File: src/rtl/alu_arbiter.sv
// Two-requester front end for one shared combinational ALU.
// Round-robin grant, one operation in flight, registered response.
module alu_arbiter #(
    parameter int WIDTH = 32
) (
    input  logic             clk,
    input  logic             rst,
    input  logic             req0_valid,
    output logic             req0_ready,
    input  logic [WIDTH-1:0] req0_a,
    input  logic [WIDTH-1:0] req0_b,
    input  logic [2:0]       req0_sel,
    input  logic             req1_valid,
    output logic             req1_ready,
    input  logic [WIDTH-1:0] req1_a,
    input  logic [WIDTH-1:0] req1_b,
    input  logic [2:0]       req1_sel,
    output logic [WIDTH-1:0] alu_a,
    output logic [WIDTH-1:0] alu_b,
    output logic [2:0]       alu_sel,
    input  logic [WIDTH-1:0] alu_y,
    input  logic             alu_zero,
    output logic             rsp_valid,
    input  logic             rsp_ready,
    output logic             rsp_id,
    output logic [WIDTH-1:0] rsp_y,
    output logic             rsp_zero
);

    localparam logic [1:0] IDLE = 2'd0;
    localparam logic [1:0] EXEC = 2'd1;
    localparam logic [1:0] RESP = 2'd2;

    logic [1:0]       state;
    logic             last_grant;
    logic [WIDTH-1:0] op_a;
    logic [WIDTH-1:0] op_b;
    logic [2:0]       op_sel;
    logic             op_id;
    logic             grant_id;
    logic             take;

    // On a tie the requester not served last wins.
    always_comb begin
        grant_id = req1_valid;
        if (req0_valid && req1_valid) begin
            grant_id = ~last_grant;
        end
    end

    assign take       = (state == IDLE) && !rst && (req0_valid || req1_valid);
    assign req0_ready = take && !grant_id;
    assign req1_ready = take && grant_id;

    assign alu_a     = op_a;
    assign alu_b     = op_b;
    assign alu_sel   = (state == EXEC) ? op_sel : 3'b000;
    assign rsp_valid = (state == RESP);

    always_ff @(posedge clk) begin
        if (rst) begin
            state      <= IDLE;
            last_grant <= 1'b1;
            op_a       <= '0;
            op_b       <= '0;
            op_sel     <= 3'b000;
            op_id      <= 1'b0;
            rsp_id     <= 1'b0;
            rsp_y      <= '0;
            rsp_zero   <= 1'b0;
        end else begin
            case (state)
                IDLE: begin
                    if (take) begin
                        op_a   <= grant_id ? req1_a : req0_a;
                        op_b   <= grant_id ? req1_b : req0_b;
                        op_sel <= grant_id ? req1_sel : req0_sel;
                        op_id  <= grant_id;
                        state  <= EXEC;
                    end
                end
                EXEC: begin
                    rsp_y      <= alu_y;
                    rsp_zero   <= alu_zero;
                    rsp_id     <= op_id;
                    last_grant <= op_id;
                    state      <= RESP;
                end
                RESP: begin
                    if (rsp_ready) begin
                        state <= IDLE;
                    end
                end
                default: state <= IDLE;
            endcase
        end
    end

endmodule

File: config.mk
export PLATFORM = sky130hd
export DESIGN_NAME = alu_arbiter
export DESIGN_NICKNAME = d
export VERILOG_FILES = /design/src/rtl/alu_arbiter.sv
export SDC_FILE = /design/constraint.sdc
export NUM_CORES = 1
export LEC_CHECK = 0
export BUFFER_PORTS_ARGS = -buffer_cell sky130_fd_sc_hd__buf_2
export CORE_AREA = 2 2 107 109
export DETAILED_ROUTE_END_ITERATION = 7
export DIE_AREA = 0 0 109 111
export PLACE_DENSITY = 0.88
export SETUP_SLACK_MARGIN = 0.4
export SYNTH_ARGS = -nofsm -noshare
export SYNTH_HDL_FRONTEND = slang
export SYNTH_SLANG_ARGS = --single-unit
export TNS_END_PERCENT = 10
File: constraint.sdc
create_clock -name clk -period 3.7 [get_ports clk]
set_input_delay 0.185 -clock clk [delete_from_list [all_inputs] [get_ports clk]]
set_output_delay 0.185 -clock clk [all_outputs]
set_load 0.05 [all_outputs]
==> metrics.txt <==
Core ar. around 0.011 sq mm; Worst Hold Path EP rsp_y[13]$_SDFFE_PP0N_; Pwr Total 3.12 mW; initial antenna violation count 1; maximum buffer depth of the clock tree 2; Static Leak about 2.9 nW; area leader, netlist dfxtp_1; 1st-pass router iterations 5; Antenna Nets Post-Route 0; Synth top area share 47.8%; Avg WL per Cell around 15 um; largest net degree at the start of global routing 70; Yosys cell types 21; R2R cell count 5; starting DRC count in detailed routing ~400; fin crit share 60.9%; CTS Hold Bufs 0; worst endpoint data arrival time approximately 2.1 ns; number of diodes 0; Startpoint Class flop; final net count roughly 960; outcome complete, no violations; DRC violations left 0; Seq pwr share between 40% and 50%; Final Slew Violations 0; Final TNS setup 0 ns; H-tree Lvls 3; Port Buffers 275; Pint approximately 2.0 mW; worst setup margin approximately 1.4 ns; Comb pwr share approximately 28%; flop-to-flop setup slack 1.68 ns; WHS Path Cells 3; CP cell instances a21boi_4, nand3_1, inv_1, buf_2; power per cell area around 510 mW/mm^2; crit path max fanout 35; Clock power frac 31.1%; post-synthesis sequential area ratio between 40% and 50%; initial core utilization approximately two fifths; Fin Clk Skew ~0.0059 ns; most frequent cells in the layout buf_2 (274), nand2_1 (203), dfxtp_1 (105); R2R Path End alu_a[12]$_SDFFE_PP0P_; Total Routing Usage GR between 20% and 30%; critical path type reg -> out; CTS tree built; Slew @ Worst Pin approximately 0.98 ns; row count 39; Post-Syn Instances 552; Net Switching between 1 and 1.5 mW; Placed Cells 922; WHS approximately 0.076 ns; vias in the first global route 4400; area post-placement between 0.005 and 0.006 sq mm; Crit path largest cell delay 0.78 ns; Worst R2R Start state[1]$_SDFFE_PP0P_; Post-Syn Area 0.00440 sq mm; Die Width 109 um; Setup WS pre-CTS between 1.5 and 2 ns; Seq cells post-synth 105; first-pass GRT wire length roughly 21000 um; Final Non-Filler Cells around 940; final setup vio count 0; RSZ-0062 raised after global routing no; io pins 276; Final Hold Violating Endpoints 0; Worst-path clk slew around 0.07 ns; Die Y 111 um; post-DP HPWL between 9000 and 10000 um; GRT Residual Overflow 0; Clk Tree Root Cell clkbuf_16; Hold WC Path Type in -> reg; Layout Cell Area excl Fill 0.00610 sq mm; maximum vdd drop roughly 280 uV; CP max-delay cell a21boi_4; CTS Buf Count 9; Final Core Density 55.1%; GPL Wtd Cong about 0.83; Synth Net Count 724; syn avg cell area 7.97 sq um; Max Cap Violations 0; PostCTS Resize Cnt 0; share of layout cells above drive strength 1 39.9%; clk_lat worst skew roughly 0.34 ns; post-layout min period 2.25 ns; vias per cell between 5 and 6; slew margin rel. between 30% and 40%; Die ar. approximately 0.012 sq mm; clk sinks 105; Critical Path RT approximately 3.5 ns; Hold Path Origin alu_y[13]; Max Freq 444 MHz; Area growth syn-to-layout 38.7%; FILL cells about 1100; top cells by area, synth dfxtp_1 (48%), nand2_1 (17%), a21oi_1 (12%), a311oi_1 (11%), a311oi_2 (3.4%); switch share between 30% and 40%; commonest non-fill, non-tap cell in the layout buf_2; WL final 13700 um; crit end category output pin; yosys warns 0; Post-CTS Setup Inserts 0; vias after detailed routing just under 5000
cell families (layout without fill, tap and decap cells):
kind of cell	after synthesis	count (layout)	synth area share, %
and+or+nand+nor	215	215	19.2
buffers and inverters	58	301	5.69
AOI/OAI and AO/OA	174	174	27.3
DFF	105	105	47.8
layout make-up:
cell class	instances	area, sq um	area share, %
Inverter	2	7.51	0.123
Clock buffer	9	225	3.69
Tap cell	143	179	2.93
Sequential cell	105	2100	34.5
Multi-Input combinational cell	389	2050	33.7
Timing Repair Buffer	283	1450	23.8
Clock inverter	7	80.1	1.31
worst max-delay path by stage:
stage	startpoint	end	slack, ns	cells after the start
2_1_floorplan	state[0]$_SDFFE_PP0P_	alu_sel[0]	2.11	4
3_3_place_gp	rst	alu_a[12]$_SDFFE_PP0P_	1.65	6
3_5_place_dp	rst	alu_b[29]$_SDFFE_PP0P_	1.62	6
5_1_grt	state[1]$_SDFFE_PP0P_	req1_ready	1.25	5
6_report	last_grant$_SDFFE_PP1N_	req1_ready	1.45	4
4_1_cts	last_grant$_SDFFE_PP1N_	req1_ready	1.40	4
power by group through the flow:
stage / Sequential [mW] / Combinational [mW] / Clock, mW
2_1_floorplan: 1.62 / 0.309 / 0
3_3_place_gp: 1.30 / 0.866 / 0
3_5_place_dp: 1.31 / 0.875 / 0
4_1_cts: 1.28 / 0.875 / 0.995
5_1_grt: 1.29 / 0.933 / 1.04
6_report: 1.28 / 0.870 / 0.971
synth_stat cells (all sizes together):
master / number
nand2: 204
dfxtp: 105
a21oi: 104
a311oi: 67
clkbuf: 30
buf: 26
and2: 3
a21bo: 2
inv: 2
nand2b: 2
nor2b: 2
a21boi: 1
nand3: 1
nor2: 1
nor3: 1
or2: 1
critical path: cells and delay by family (launching register included):
kind	cells	cell delay [ns]
AND/OR/NAND/NOR	1	0.24
AO/OA/AOI/OAI	1	0.78
flip-flops	1	0.35
buffers and inverters	2	0.36
metal layers:
| metal | GRT usage [%] | wire length [um] | vias up |
|---|---|---|---|
| li1 | - | - | 2398 |
| met1 | 26.0 | 5520 | 2190 |
| met2 | 36.9 | 6680 | 227 |
| met3 | 5.88 | 1120 | 33 |
| met4 | 8.21 | 337 | 2 |
| met5 | 0 | 13 | - |
state kept, by name (all words and copies together), names as in the netlist:
name	cells
alu_b	32
rsp_zero	1
alu_a	32
last_grant	1
op_id	1
rsp_y	32
rsp_id	1
state	2
op_sel	3
Power figures use the tool's default switching activity.
